File: config.mk
export PLATFORM = sky130hd
export DESIGN_NAME = rf_write_port_flat
export DESIGN_NICKNAME = d
export VERILOG_FILES = /design/src/rtl/rf_write_port_pkg.sv /design/src/rtl/rf_write_port_if.sv /design/src/rtl/rf_write_port_addr_decode.sv /design/src/rtl/rf_write_port.sv /design/src/flat_wrapper.sv
export SDC_FILE = /design/constraint.sdc
export NUM_CORES = 1
export LEC_CHECK = 0
export CAP_MARGIN = 20
export CORE_MARGIN = 4
export CORE_UTILIZATION = 47
export DETAILED_ROUTE_END_ITERATION = 7
export PLACE_DENSITY = 0.77
export SYNTH_ARGS = -nofsm -noshare
export SYNTH_HDL_FRONTEND = slang
export SYNTH_HIERARCHICAL = 1
export SYNTH_SLANG_ARGS = --single-unit
File: constraint.sdc
create_clock -name clk -period 1.86 [get_ports clk]
set_input_delay 0.279 -clock clk [delete_from_list [all_inputs] [get_ports clk]]
set_output_delay 0.279 -clock clk [all_outputs]
set_load 0.005 [all_outputs]
File: src/rtl/rf_write_port_pkg.sv
// Shared constants and types for the register-file read and write paths.
// The read mux imports the same NUM_REGS / RF_BASE_HI so both sides agree on the address map.
package rf_pkg;
  localparam int NUM_REGS = 23;
  localparam logic [7:0] RF_BASE_HI = 8'h01;
  localparam int ADDR_W = 16;
  localparam int DATA_W = 64;

  typedef enum logic [1:0] {IDLE, DECODE, WRITE, RESP} rf_wr_state_t;
  typedef logic [4:0] rf_idx_t;

  // Low address byte is BCD: tens nibble in [7:4], units nibble in [3:0].
  function automatic rf_idx_t bcd_to_idx(input logic [7:0] b);
    return rf_idx_t'({3'b000, b[5:4]} * 5'd10 + {1'b0, b[3:0]});
  endfunction
endpackage

File: src/rtl/rf_write_port_if.sv
// Write request channel between a bus master and rf_write_port.
// Handshake: the master raises req with Addr/Din and holds req until it sees the one-cycle
// ack pulse, dropping req in that same cycle; err is meaningful only while ack is high.
interface rf_write_port_if;
  import rf_pkg::*;

  logic                req;
  logic [ADDR_W-1:0]   Addr;
  logic [DATA_W-1:0]   Din;
  logic [DATA_W-1:0]   to_reg;
  logic [NUM_REGS-1:0] we;
  logic                ack;
  logic                err;
  logic                busy;

  modport master (
    output req, Addr, Din,
    input  to_reg, we, ack, err, busy
  );

  modport slave (
    input  req, Addr, Din,
    output to_reg, we, ack, err, busy
  );
endinterface

File: src/rtl/rf_write_port_addr_decode.sv
// Combinational address check and index extraction for the 23-entry register file.
// With RF_WRITE_PROTECT_EN defined, reg0 (0x0100) is reported as not writable.
module rf_addr_decode
  import rf_pkg::*;
(
  input  logic [ADDR_W-1:0] i_addr,
  output rf_idx_t           o_idx,
  output logic              o_valid
);
  logic [3:0] w_tens;
  logic [3:0] w_units;
  logic       w_in_map;

  assign w_tens  = i_addr[7:4];
  assign w_units = i_addr[3:0];
  assign o_idx   = bcd_to_idx(i_addr[7:0]);

  // 00-09 and 10-19 take any BCD units digit; the 2x row stops at 22.
  assign w_in_map = (i_addr[15:8] == RF_BASE_HI) &&
                    (w_tens <= 4'd2) && (w_units <= 4'd9) &&
                    ((w_tens != 4'd2) || (w_units <= 4'd2));

`ifdef RF_WRITE_PROTECT_EN
  assign o_valid = w_in_map && (o_idx != rf_idx_t'(0));
`else
  assign o_valid = w_in_map;
`endif
endmodule

File: src/rtl/rf_write_port.sv
// Register-file write port: latches one request, decodes it, pulses a one-hot we, then acks.
// Optional build macro RF_WRITE_PROTECT_EN makes reg0 read-only (see rf_addr_decode).
module rf_write_port
  import rf_pkg::*;
(
  input  logic           clk,
  input  logic           reset,
  rf_write_port_if.slave bus,
  output rf_wr_state_t   o_dbg_state
);
  rf_wr_state_t        r_state;
  rf_wr_state_t        w_next;
  logic [ADDR_W-1:0]   r_addr;
  logic [DATA_W-1:0]   r_din;
  logic [DATA_W-1:0]   r_to_reg;
  rf_idx_t             r_idx;
  logic                r_err;
  rf_idx_t             w_idx;
  logic                w_valid;
  logic [NUM_REGS-1:0] w_we;
  logic                w_ack;
  logic                w_err;
  logic                w_busy;

  rf_addr_decode u_dec (
    .i_addr  (r_addr),
    .o_idx   (w_idx),
    .o_valid (w_valid)
  );

  always_ff @(posedge clk) begin
    if (reset) r_state <= IDLE;
    else       r_state <= w_next;
  end

  always_comb begin
    w_next = r_state;
    case (r_state)
      IDLE:    if (bus.req) w_next = DECODE;
      DECODE:  w_next = w_valid ? WRITE : RESP;
      WRITE:   w_next = RESP;
      RESP:    w_next = IDLE;
      default: w_next = IDLE;
    endcase
  end

  // Only the latched address feeds the decoder, so Addr/Din churn while busy has no effect.
  always_ff @(posedge clk) begin
    if (reset) begin
      r_addr   <= '0;
      r_din    <= '0;
      r_to_reg <= '0;
      r_idx    <= '0;
      r_err    <= 1'b0;
    end else begin
      case (r_state)
        IDLE: begin
          if (bus.req) begin
            r_addr <= bus.Addr;
            r_din  <= bus.Din;
            r_err  <= 1'b0;
          end
        end
        DECODE: begin
          r_idx <= w_idx;
          r_err <= !w_valid;
          if (w_valid) r_to_reg <= r_din;
        end
        default: ;
      endcase
    end
  end

  // Strobes are gated by reset so nothing is written or acknowledged while it is held.
  always_comb begin
    w_we   = '0;
    w_ack  = 1'b0;
    w_err  = 1'b0;
    w_busy = (r_state != IDLE);
    if (r_state == WRITE && !reset) begin
      for (int i = 0; i < NUM_REGS; i++) w_we[i] = (r_idx == rf_idx_t'(i));
    end
    if (r_state == RESP && !reset) begin
      w_ack = 1'b1;
      w_err = r_err;
    end
  end

  assign bus.to_reg  = r_to_reg;
  assign bus.we      = w_we;
  assign bus.ack     = w_ack;
  assign bus.err     = w_err;
  assign bus.busy    = w_busy;
  assign o_dbg_state = r_state;
endmodule
File: src/flat_wrapper.sv
// flat-port wrapper written by rule: the top's interface ports become plain ports
module rf_write_port_flat import rf_pkg::*;
  (clk, reset, o_dbg_state, bus_req, bus_Addr, bus_Din, bus_to_reg, bus_we, bus_ack, bus_err, bus_busy);
  rf_write_port_if bus_i ();
  input  logic clk;
  input  logic reset;
  output rf_wr_state_t o_dbg_state;
  input wire logic [$bits(bus_i.req)-1:0] bus_req;
  input wire logic [$bits(bus_i.Addr)-1:0] bus_Addr;
  input wire logic [$bits(bus_i.Din)-1:0] bus_Din;
  output wire logic [$bits(bus_i.to_reg)-1:0] bus_to_reg;
  output wire logic [$bits(bus_i.we)-1:0] bus_we;
  output wire logic [$bits(bus_i.ack)-1:0] bus_ack;
  output wire logic [$bits(bus_i.err)-1:0] bus_err;
  output wire logic [$bits(bus_i.busy)-1:0] bus_busy;
  assign bus_i.req = bus_req;
  assign bus_i.Addr = bus_Addr;
  assign bus_i.Din = bus_Din;
  assign bus_to_reg = bus_i.to_reg;
  assign bus_we = bus_i.we;
  assign bus_ack = bus_i.ack;
  assign bus_err = bus_i.err;
  assign bus_busy = bus_i.busy;
  rf_write_port u_core (.clk(clk), .reset(reset), .bus(bus_i), .o_dbg_state(o_dbg_state));
endmodule
---- After elaboration in Yosys (flattened, before gate mapping) ----
Cells that the tools add are included.
Widths: inputs -> output; s select.
storage, ports and cells
  flip-flop bits (word level) ............. 152
  latch bits .............................. 0
  RAM bits ................................ 0
  ROM bits ................................ 0
  input port bits ......................... 83
  output and inout bits ................... 92
  word-level logic and storage cells ...... 62
  memories kept ........................... 0
operators by class
  add/subtract/negate cells ............... 1
  multiply operators ...................... 1
  div/mod/pow operators ................... 0
  magnitude comparators ................... 3
  equal/unequal tests ..................... 28
  shift-type cells ........................ 0
  mux-type cells .......................... 8
  bitwise logic cells ..................... 0
  reductions and logical operators ........ 15
operators by type and width
  cell                 count
  $eq 5x4->1 const B   8
  $eq 5x5->1 const B   7
  $mux 23              1
  $eq 5x3->1 const B   4
  $eq 5x2->1 const B   2
  $eq 8x1->1 const B   1
  $le 4x2->1 const B   2
  $pmux 2 s4           1
  $reduce_and 2->1     3
  $add 5x4->5          1
  $eq 5x1->1 const B   1
  $logic_and 1x1->1    5
  $logic_not 5->1      1
  $eq 2x2->1 const B   2
  $le 4x4->1 const B   1
  $mul 2x3->4 const B  1
  $mux 1               4
  $ne 4x2->1 const B   1
  $reduce_bool 2->1    2
  $eq 2x1->1 const B   1
  $logic_not 1->1      2
  $logic_not 2->1      1
  $mux 2               1
  $ne 2x2->1 const B   1
  2 further kinds      2

---- Depth between registers and ports, before layout ----
Gate-level depths: netlist of the first run.
  depth in word-level cells ............... 6
  gate-level depth with buffers ........... 8

---- Cells and area by module ----
The synthesis of the first run kept the hierarchy.
by module, submodules not included
  module          instances  cells each  area each (um2)
  rf_write_port   1          704         5723.0
  rf_addr_decode  1          21          162.7

---- Worst setup path after synthesis of the first run ----
OpenSTA, ideal clock, no wires.
  path type ............................... register to register
  from .................................... reg u_core.r_addr[1]
  to ...................................... reg u_core.r_to_reg[10], in the netlist u_core/bus.to_reg[10]
  library setup time ...................... 0.070 ns
  arrival time ............................ 1.466 ns
  setup slack ............................. 0.324 ns
  cell stages (with the launch flop) ...... 9
  period minus slack after synthesis ...... 1.536 ns
  path through ............................ dfxtp_1 > a2111oi_2 > nor2_1 > nor2_1 > and2_4 > buf_6 > buf_6 > nand2_1 > a21oi_1
between the ends
  word-level cells in the longest chain between the ends .. 4
  elaborated cells on any way between the ends .. 6
RTL lines
  what                                                   RTL line                                                          source
  start: declaration                                     rf_write_port.sv:13                                               logic [ADDR_W-1:0] r_addr;
  start signal: assignment                               rf_write_port.sv:59                                               r_addr <= bus.Addr;
  $le 4x4->1 or $le 4x2->1 (tied branches)               rf_write_port_addr_decode.sv:20, rf_write_port_addr_decode.sv:21
  $logic_and 1x1->1 or $logic_or 1x1->1 (tied branches)  rf_write_port_addr_decode.sv:20, rf_write_port_addr_decode.sv:21
  $logic_and 1x1->1 *                                    rf_write_port_addr_decode.sv:20                                   (w_tens <= 4'd2) && (w_units <= 4'd9) &&
  named net u_core.w_valid                               rf_write_port.sv:19                                               logic w_valid;
  $reduce_and 2->1 (no source line) *                    --
  end signal: assignment                                 rf_write_port.sv:67                                               if (w_valid) r_to_reg <= r_din;
  end: declaration                                       rf_write_port.sv:15                                               logic [DATA_W-1:0] r_to_reg;
The timed path passes the listed nets; every way through them passes the cells marked *.
A chain may end at the register's enable or synchronous reset.

---- Worst setup path after layout of the first run ----
  from .................................... reg u_core.r_state[0], in the netlist u_core/o_dbg_state[0]
  to ...................................... out bus_we[2]
between the ends
  word-level cells in the longest chain between the ends .. 3
RTL lines
  what                      RTL line             source
  start: declaration        rf_write_port.sv:11  rf_wr_state_t r_state;
  start signal: assignment  rf_write_port.sv:33  else r_state <= w_next;
  $eq 2x2->1                rf_write_port.sv:80  if (r_state == WRITE && !reset) begin
  $logic_and 1x1->1         rf_write_port.sv:80
  $mux 23                   rf_write_port.sv:80
  end: declaration          flat_wrapper.sv:12   output wire logic [$bits(bus_i.we)-1:0] bus_we;
Every way passes these cells.

==> results of run 1 <==
[power breakdown]
| group | switching [mW] | internal (mW) |
|---|---|---|
| combinational | 1.30 | 1.04 |
| clock | 1.32 | 2.26 |
| sequential | 0.231 | 3.64 |
[worst min-delay path, delay by kind of cell]
family                 cells  cell delay, ps
buffers and inverters      1             390
AND/OR/NAND/NOR            1              50
AO/OA/AOI/OAI              1              50
[layout by cell type (no fill, tap or decap), types with 3 or more instances in the layout]
cell type and instances:
inv_1 6, nor2_1 21, clkdlybuf4s50_1 147, nor2_4 4, buf_2 13, dlygate4sd2_1 5, clkdlybuf4s15_2 7, a21oi_1 125
mux2i_1 7, buf_4 10, nand2b_1 3, nor2_2 9, ha_1 6, clkinv_2 4, a21oi_2 20, bufinv_16 4
dfxtp_1 150, buf_12 9, buf_6 4, nand2_4 3, nand2_1 269, clkinvlp_4 4, nand2_2 23, clkbuf_16 17
[cell type report]
| class | count | area [sq um] | area share [%] |
|---|---|---|---|
| clock inverters | 13 | 179 | 2.11 |
| repair buffers | 196 | 1970 | 23.3 |
| well taps | 168 | 210 | 2.48 |
| inverters | 7 | 26.3 | 0.310 |
| multi-input cells | 516 | 2600 | 30.7 |
| flip-flops and latches | 152 | 3050 | 36.0 |
| clock buffers | 18 | 439 | 5.19 |
[metal layers]
layer	global-route usage (%)	part of all wire (%)	up-vias
met5	0	0	-
met4	9.31	2.8	0
met3	7.87	7.1	37
met2	37.5	50	183
met1	24.7	40	2445
li1	-	-	2655
[worst min-delay path by stage]
stage	from	endpoint	depth (start not counted)
after global placement	u_core/r_din[21]$_SDFFE_PP0P_	u_core/bus.to_reg[21]$_SDFFE_PP0P_	2
after CTS	bus_Din[39]	u_core/r_din[39]$_SDFFE_PP0P_	3
after detailed placement	u_core/r_din[47]$_SDFFE_PP0P_	u_core/bus.to_reg[47]$_SDFFE_PP0P_	2
final	bus_Din[43]	u_core/r_din[43]$_SDFFE_PP0P_	3
after global routing	bus_Addr[7]	u_core/r_addr[7]$_SDFFE_PP0P_	3
after floorplan	bus_Addr[10]	u_core/r_addr[10]$_SDFFE_PP0P_	2
[Yosys cell counts (all sizes together)]
library cell / number
nand2: 295
dfxtp: 152
a21oi: 145
buf: 41
nor2: 34
clkbuf: 9
ha: 8
inv: 7
mux2i: 7
and2: 3
nand2b: 3
nor2b: 3
o21ai: 2
xnor2: 2
a2111oi: 1
a21o: 1
a221oi: 1
a22oi: 1
and3b: 1
fa: 1
nand3: 1
nand3b: 1
nand4: 1
nor3: 1
nor3b: 1
nor4: 1
nor4b: 1
or2: 1
[cell families (layout without fill, tap and decap cells)]
family	count (synthesis)	count (layout)
simple gates	347	347
flops	152	152
compound gates	151	151
buf+inv	57	234
fa+ha+maj	9	9
mux	7	7
xor+xnor	2	2
[stage by stage]
stage | setup slack, ps | setup TNS [ps] | util (%) | hold slack [ps] | power [mW]
after floorplan | 324 | 0 | - | 406 | 5.41
after global placement | -8.48 | -35.9 | 63.7 | 434 | 6.04
after detailed placement | -56.3 | -361 | 63.7 | 441 | 6.12
after CTS | -188 | -2030 | 69.4 | 389 | 9.77
after global routing | -325 | -5490 | 69.9 | 402 | 10.3
final | -254 | -3130 | 69.9 | 404 | 9.79
[timing repair]
item | 4_1_cts | 5_1_grt
pin swaps | 13 | 5
endpoints found under the setup margin | 30 | 46
buffers inserted | 6 | 0
resized for setup | 105 | 16
==> impl_metrics.env, run 1 <==
export IMPL_reg2reg_to="u_core/bus.to_reg[25]$_SDFFE_PP0P_"
export IMPL_ys_top_cells_by_area="dfxtp_1 (52%), nand2_1 (17%), a21oi_1 (11%)"
export IMPL_crit_cells=8
export IMPL_fp_coreArea_sq_um=12100
export IMPL_place_area_sq_um=7720
export IMPL_critPathBufInv=4
export IMPL_period_share_pct=114
export IMPL_setup_viol=21
export IMPL_finalInstanceArea_sq_um=8470
export IMPL_syn_inst=725
export IMPL_die_h_um=120
export IMPL_final_fill_count=964
export IMPL_start_util_pct=48.6
export IMPL_cts_sinks=152
export IMPL_antennaDiodeCount=0
export IMPL_rsz0062_at_grt="true"
export IMPL_synth_compound_area_share_pct=14.4
export IMPL_dr_first_iter_drc_count=408
export IMPL_cts_root_buf="clkbuf_16"
export IMPL_die_w_um=120
export IMPL_synth_top_area_share_pct=51.7
export IMPL_synthAdderAreaFrac_pct=2.04
export IMPL_insertion_delay_ps=420
export IMPL_h_tree_depth=4
export IMPL_synth_cell_types=34
export IMPL_cp_top_family="buffers and inverters"
export IMPL_syn_avg_cell_area_sq_um=8.12
export IMPL_first_global_vias=5404
export IMPL_irDropWorstVdd_v=0.000753
export IMPL_finalNonFillerCells=1070
export IMPL_path_cells="inv_2 -> ha_4 -> nor3b_4 -> buf_6 -> buf_4 -> nand2_4 -> nor2_1 -> clkdlybuf4s15_2"
export IMPL_crit_arrival_ps=1830
export IMPL_hpwl_um=10200
export IMPL_max_freq_mhz=473
export IMPL_worstReg2RegStart="u_core/r_addr[11]$_SDFFE_PP0P_"
export IMPL_syn_to_final_growth_pct=43.9
export IMPL_relSlewSlack_pct=54.6
export IMPL_syn_num_nets=817
export IMPL_leakage_nw=3.06
export IMPL_ys_warn_count=6
export IMPL_nNetsFinal=982
export IMPL_num_rows=40
export IMPL_critical_path_class="flip-flop to output pin"
export IMPL_gr_usage_all_layers_pct=22.0
export IMPL_antenna_found_initial=0
export IMPL_hold_class="primary input to flip-flop"
export IMPL_numCtsBuffers=17
export IMPL_outcome="finished, violations left"
export IMPL_cts_buffer_depth=2
export IMPL_gp_congestion=0.857
export IMPL_crit_path_end="bus_we[2]"
export IMPL_critical_path_max_stage_delay_ps=320
export IMPL_routedWlPerCell_um=14.6
export IMPL_crit_required_ps=1580
export IMPL_end_kind="output pin"
export IMPL_maxCapViolCount=0
export IMPL_ys_seq_area_share_pct=51.7
export IMPL_numPortBuffers=174
export IMPL_syn_cell_area_sq_um=5890
export IMPL_tightestPinTransition_ps=680
export IMPL_die_area_sq_um=14400
export IMPL_cts_tree="yes"
export IMPL_io_pins=175
export IMPL_final_layout_size_suffix_gt1_share_pct=16.3
export IMPL_dp_cells=1033
export IMPL_vias=5320
export IMPL_slew_violations=0
export IMPL_drcViolationCount=0
export IMPL_worst_slack_ps=-254
export IMPL_finalHoldViolCount=0
export IMPL_synthSimpleGateAreaFrac_pct=23.9
export IMPL_grt_max_degree=153
export IMPL_startpoint_type="flip-flop"
export IMPL_violations="setup timing"
export IMPL_wl_um=15700
export IMPL_layout_min_cycle_time_ps=2110
export IMPL_p_per_area_nw_per_um2=1160
export IMPL_slowest_stage="dfxtp_2"
export IMPL_grt_pass1_wl_um=25400
export IMPL_synthMuxAreaShare_pct=1.19
export IMPL_fin_skew_ps=6.13
export IMPL_vias_per_cell=4.97
export IMPL_worstRegToRegCells=7
export IMPL_critPathLaunch="u_core/o_dbg_state[0]$_SDFFE_PP0P_"
export IMPL_postCtsHoldBufs=0
export IMPL_synth_top_family_by_area="simple AND/OR/NAND/NOR gates"
export IMPL_ys_ff_latch=152
export IMPL_ant_nets=0
export IMPL_gr_total_overflow=0
export IMPL_synth_area_leader_cell="dfxtp_1"
export IMPL_r2r_slack_ps=120
export IMPL_worstPathMaxFanout=4
export IMPL_synth_xor_area_share_pct=0.298
export IMPL_clk_pin_slew_worst_paths_ps=60
export IMPL_dr_pass1_iters=5
Power figures use the tool's default switching activity.
==> run 2: changes to the inputs <==
--- a/config.mk
+++ b/config.mk
@@ -9,8 +9,9 @@
 export CORE_MARGIN = 4
 export CORE_UTILIZATION = 47
 export DETAILED_ROUTE_END_ITERATION = 7
-export PLACE_DENSITY = 0.77
+export PLACE_DENSITY = 0.87
 export SYNTH_ARGS = -nofsm -noshare
 export SYNTH_HDL_FRONTEND = slang
 export SYNTH_HIERARCHICAL = 1
 export SYNTH_SLANG_ARGS = --single-unit
+export TNS_END_PERCENT = 50
==> run 2 against run 1 <==
  * The run still ends with setup timing left
  * Clock-buffer cell count increased by 5
  * Critical path depth unchanged
  * First-iteration DRC count increased by 25%
  * Clock power increased by 2%
  * Fmax increased by 2.7%
  * Core utilization increased by 0.20 points
  * Highest routed layer unchanged
==> impl_metrics.env, run 2 (synthesized netlist as in run 1, its figures left out) <==
export IMPL_outcome="finished, violations left"
export IMPL_violations="setup timing"
export IMPL_fin_skew_ps=14.0
export IMPL_power_total_mw=9.92
export IMPL_routedWlPerCell_um=14.9
export IMPL_fin_setup_tns_ps=-2480
export IMPL_cp_top_family="buffers and inverters"
export IMPL_post_route_util_pct=70.1
export IMPL_max_freq_mhz=486
export IMPL_setup_viol=24
export IMPL_irDropWorstVdd_v=0.000582
export IMPL_startpoint_type="flip-flop"
export IMPL_hold_slack_ps=237
export IMPL_slew_violations=0
export IMPL_die_w_um=120
export IMPL_start_util_pct=48.6
export IMPL_syn_to_final_growth_pct=44.3
export IMPL_dr_first_iter_drc_count=512
export IMPL_die_area_sq_um=14400
export IMPL_postCtsHoldBufs=0
export IMPL_critical_path_max_stage_delay_ps=320
export IMPL_cts_root_buf="clkbuf_16"
export IMPL_relSlewSlack_pct=43.6
export IMPL_cts_buffer_depth=2
export IMPL_antennaDiodeCount=0
export IMPL_crit_path_frequent_cell="buf_4"
export IMPL_vias_per_cell=5.01
export IMPL_finalHoldViolCount=0
export IMPL_place_area_sq_um=7740
export IMPL_nNetsFinal=986
export IMPL_tightestPinTransition_ps=846
export IMPL_path_cells="inv_2 -> ha_4 -> nor3b_2 -> buf_4 -> nand3b_1 -> buf_4 -> nor2_2 -> buf_2"
export IMPL_dp_cells=1035
export IMPL_gr_total_overflow=0
export IMPL_p_per_area_nw_per_um2=1170
export IMPL_final_layout_size_suffix_gt1_share_pct=16.3
export IMPL_layout_min_cycle_time_ps=2060
export IMPL_hpwl_um=10000
export IMPL_insertion_delay_ps=420
export IMPL_grt_max_degree=76
export IMPL_critical_path_class="flip-flop to output pin"
export IMPL_die_h_um=120
export IMPL_fp_coreArea_sq_um=12100
export IMPL_num_rows=40
export IMPL_critPathBufInv=4
export IMPL_io_pins=175
export IMPL_antenna_found_initial=0
export IMPL_drcViolationCount=0
export IMPL_slowest_stage="dfxtp_2"
export IMPL_h_tree_depth=4
export IMPL_post_place_ws_ps=-135
export IMPL_vias=5386
export IMPL_numPortBuffers=174
export IMPL_first_global_vias=5222
export IMPL_crit_required_ps=1580
export IMPL_cts_sinks=152
export IMPL_worstPathMaxFanout=4
export IMPL_rsz0062_at_grt="true"
export IMPL_finalInstanceArea_sq_um=8490
export IMPL_ant_nets=0
export IMPL_clk_pin_slew_worst_paths_ps=60
export IMPL_maxCapViolCount=0
export IMPL_numCtsBuffers=17
export IMPL_final_cell_mix="nand2_1 (270), dfxtp_1 (150), clkdlybuf4s50_1 (147), a21oi_1 (124), nand2_2 (22)"
export IMPL_wl_um=16000
export IMPL_cts_tree="yes"
export IMPL_leakage_nw=3.11
export IMPL_worst_slack_ps=-199
export IMPL_gr_usage_all_layers_pct=21.7
export IMPL_dr_pass1_iters=5
export IMPL_final_common_cell="nand2_1"
export IMPL_r2r_slack_ps=80
export IMPL_crit_arrival_ps=1780
export IMPL_finalNonFillerCells=1074
export IMPL_grt_pass1_wl_um=25000
export IMPL_end_kind="output pin"
export IMPL_hold_class="primary input to flip-flop"
export IMPL_period_share_pct=111
export IMPL_gp_congestion=0.781
## run 2: timing repair
item,in CTS,in global routing
setup endpoints to repair,28,66
gates cloned,0,1
pin swaps,16,9
gates resized for setup,100,19
buffers inserted,6,2
## run 2: where the power goes
part	total, mW	internal, mW	switching [mW]
logic	2.39	1.06	1.33
clock network	3.66	2.37	1.28
registers	3.87	3.64	0.237
total	9.92	7.07	2.85
## run 2: worst paths after layout
kind / to / depth (start not counted) / startpoint
worst max-delay path: bus_we[16] / 8 / u_core/o_dbg_state[0]$_SDFFE_PP0P_
worst min-delay path: u_core/r_addr[7]$_SDFFE_PP0P_ / 3 / reset
worst max register to register: u_core/bus.to_reg[7]$_SDFFE_PP0P_ / 7 / u_core/r_addr[15]$_SDFFE_PP0P_
worst min register to register: u_core/bus.to_reg[22]$_SDFFE_PP0P_ / 2 / u_core/r_din[22]$_SDFFE_PP0P_
## run 2: cell type report
| type | instances | area (sq um) |
|---|---|---|
| tap | 168 | 210 |
| timing repair buffer | 200 | 1980 |
| multi-input combinational | 516 | 2590 |
| inverter | 7 | 26.3 |
| fill | 958 | 3620 |
| clock inverter | 8 | 143 |
| sequential | 152 | 3050 |
| clock buffer | 23 | 488 |
## run 2: worst register-to-register path, stage by stage (launching register included)
cell	delay [ps]
dfxtp_1	330
nor4b_1	360
nand4_1	160
nor2_2	210
and2_4	230
buf_12	180
nand2_1	100
a21oi_2	130
## run 2: metal layers
layer / global-route usage, % / routed length (um)
met1: 25.3 / 6560
met2: 37.2 / 8110
met3: 6.64 / 1130
met4: 8.23 / 225
met5: 0 / 0
==> run 3: changes to the inputs <==
--- a/config.mk
+++ b/config.mk
@@ -6,10 +6,12 @@
 export NUM_CORES = 1
 export LEC_CHECK = 0
 export CAP_MARGIN = 20
+export CELL_PAD_IN_SITES_DETAIL_PLACEMENT = 0
+export CELL_PAD_IN_SITES_GLOBAL_PLACEMENT = 1
 export CORE_MARGIN = 4
-export CORE_UTILIZATION = 47
+export CORE_UTILIZATION = 34
 export DETAILED_ROUTE_END_ITERATION = 7
-export PLACE_DENSITY = 0.87
+export PLACE_DENSITY_LB_ADDON = 0.15
 export SYNTH_ARGS = -nofsm -noshare
 export SYNTH_HDL_FRONTEND = slang
 export SYNTH_HIERARCHICAL = 1
==> run 3 against run 2 <==
  * The run still ends with setup timing left
  * Core utilization is 15 points lower
  * Fmax grew 5.1%
  * First-iteration DRC count down 49%
  * Flip-flop and latch count stayed put
  * Worst hold slack gained 180 ps
  * Clock power is 14% lower
  * Register-to-register slack worse by 160 ps
  * Sequential power about the same
  * Highest routed layer unchanged
==> impl_metrics.env, run 3 (synthesized netlist as in run 1, its figures left out) <==
export IMPL_slew_violations=0
export IMPL_internal_power_mw=6.56
export IMPL_multi_input_area_sq_um=2890
export IMPL_syn_to_final_growth_pct=55.6
export IMPL_dr_first_iter_drc_count=263
export IMPL_cts_buffer_depth=2
export IMPL_grt_pass1_wl_um=27500
export IMPL_finalNonFillerCells=1146
export IMPL_final_layout_size_suffix_gt1_share_pct=26.7
export IMPL_postCtsHoldBufs=0
export IMPL_startpoint_type="flip-flop"
export IMPL_antennaDiodeCount=0
export IMPL_numPortBuffers=174
export IMPL_ant_nets=0
export IMPL_end_kind="output pin"
export IMPL_crit_required_ps=1580
export IMPL_hold_class="primary input to flip-flop"
export IMPL_max_freq_mhz=510
export IMPL_finalHoldViolCount=0
export IMPL_seqPwrFrac_pct=40.6
export IMPL_leakage_nw=3.34
export IMPL_drcViolationCount=0
export IMPL_numCtsBuffers=17
export IMPL_tightestPinTransition_ps=638
export IMPL_cts_tree="yes"
export IMPL_first_global_vias=5281
export IMPL_p_sw_mw=2.97
export IMPL_nNetsFinal=1005
export IMPL_regArea_sq_um=3050
export IMPL_critical_path_class="flip-flop to output pin"
export IMPL_vias_per_cell=4.71
export IMPL_violations="setup timing"
export IMPL_final_common_cell="nand2_1"
export IMPL_gr_total_overflow=0
export IMPL_setup_viol=72
export IMPL_hpwl_um=10900
export IMPL_maxCapViolCount=0
export IMPL_gr_usage_all_layers_pct=17.3
export IMPL_routedWlPerCell_um=15.7
export IMPL_antenna_found_initial=0
export IMPL_h_tree_depth=4
export IMPL_gp_congestion=0.812
export IMPL_grt_max_degree=58
export IMPL_wl_um=18000
export IMPL_crit_arrival_ps=1680
export IMPL_worst_slack_ps=-98.9
export IMPL_io_pins=175
export IMPL_fin_skew_ps=5.34
export IMPL_pwr_share_comb_pct=26.6
export IMPL_irDropWorstVdd_v=0.000712
export IMPL_die_w_um=140
export IMPL_final_cell_mix="nand2_1 (216), dfxtp_1 (148), clkdlybuf4s50_1 (147), a21oi_1 (100), nand2_2 (63)"
export IMPL_die_h_um=140
export IMPL_rsz0062_at_grt="true"
export IMPL_dp_cells=1091
export IMPL_fp_coreArea_sq_um=16800
export IMPL_p_clk_share_pct=32.8
export IMPL_critPathLaunch="u_core/o_dbg_state[0]$_SDFFE_PP0P_"
export IMPL_period_share_pct=105
export IMPL_p_per_area_nw_per_um2=1040
export IMPL_num_rows=47
export IMPL_swShare_pct=31.2
export IMPL_cts_root_buf="clkbuf_16"
export IMPL_layout_min_cycle_time_ps=1960
export IMPL_outcome="finished, violations left"
export IMPL_min_delay_start="bus_Din[62]"
export IMPL_post_route_util_pct=54.6
export IMPL_worstPathMaxFanout=4
export IMPL_clk_pin_slew_worst_paths_ps=60
export IMPL_start_util_pct=35.1
export IMPL_dr_pass1_iters=4
export IMPL_vias=5401
export IMPL_cts_sinks=152
export IMPL_insertion_delay_ps=410
export IMPL_die_area_sq_um=19500
export IMPL_final_fill_count=1543
export IMPL_worstReg2RegStart="u_core/r_addr[11]$_SDFFE_PP0P_"
export IMPL_relSlewSlack_pct=57.5
==> run 3: cell types whose count changed in the layout (fill, tap and decap cells not counted), sizes merged, moves of 2 or more <==
cell / before / now
clkinv: 3 / 5
buf: 41 / 54
bufinv: 4 / 0
clkinvlp: 1 / 4
clkbuf: 26 / 31
==> run 3: stage by stage <==
| stage | cell area, sq um | worst slack (ps) | hold slack, ps | TNS [ps] | power [mW] |
|---|---|---|---|---|---|
| 2_1_floorplan | 5890 | 324 | 406 | 0 | 5.41 |
| 3_3_place_gp | 7820 | -115 | 435 | -5680 | 6.13 |
| 3_5_place_dp | 7820 | -156 | 442 | -7840 | 6.18 |
| 4_1_cts | 8690 | -127 | 396 | -2760 | 9.49 |
| 5_1_grt | 9160 | -196 | 416 | -13340 | 10.0 |
| 6_report | 9160 | -98.9 | 415 | -3990 | 9.53 |
==> run 3: area by class of cell <==
type	count	area share, %
clock inverter	10	0.779
sequential	152	33.3
inverter	7	0.287
clock buffer	22	5.18
multi-input combinational	517	31.6
timing repair buffer	218	25.9
tap	220	3.01
==> run 3: path summary, 6_finish.rpt <==
| path | to | slack [ps] | cells past startpoint |
|---|---|---|---|
| max | bus_we[17] | -100 | 8 |
| min reg2reg | u_core/bus.to_reg[43]$_SDFFE_PP0P_ | 450 | 2 |
| min | u_core/r_din[62]$_SDFFE_PP0P_ | 420 | 3 |
| max reg2reg | u_core/bus.to_reg[53]$_SDFFE_PP0P_ | -80 | 10 |
==> run 3: power groups by stage <==
stage | combinational [mW] | sequential [mW] | clock [mW]
after floorplan | 1.54 | 3.87 | 0
after global placement | 2.24 | 3.89 | 0
after detailed placement | 2.28 | 3.90 | 0
after CTS | 2.43 | 3.86 | 3.21
after global routing | 2.80 | 3.91 | 3.33
final | 2.54 | 3.87 | 3.13
==> run 3: timing repair <==
item / 4_1_cts / 5_1_grt
pin swaps: 15 / 35
setup endpoints to repair: 90 / 87
hold endpoints to repair: 0 / 0
cloned: 8 / 8
buffers inserted: 6 / 2
gates resized for setup: 114 / 107
==> run 3: critical path, stage by stage, from the launching register on <==
cell and delay [ps]:
dfxtp_2 320, inv_2 70, ha_4 130, nor3b_2 140, buf_4 160, nand3b_1 120
buf_6 160, nor2_2 60, buf_2 110
==> run 3: metal layers <==
metal / share of wire, % / track usage (%) / vias to the layer above
li1: - / - / 2716
met1: 45 / 22.2 / 2533
met2: 49 / 28.9 / 139
met3: 5.8 / 4.70 / 13
met4: 0.93 / 4.44 / 0
met5: 0 / 0 / -
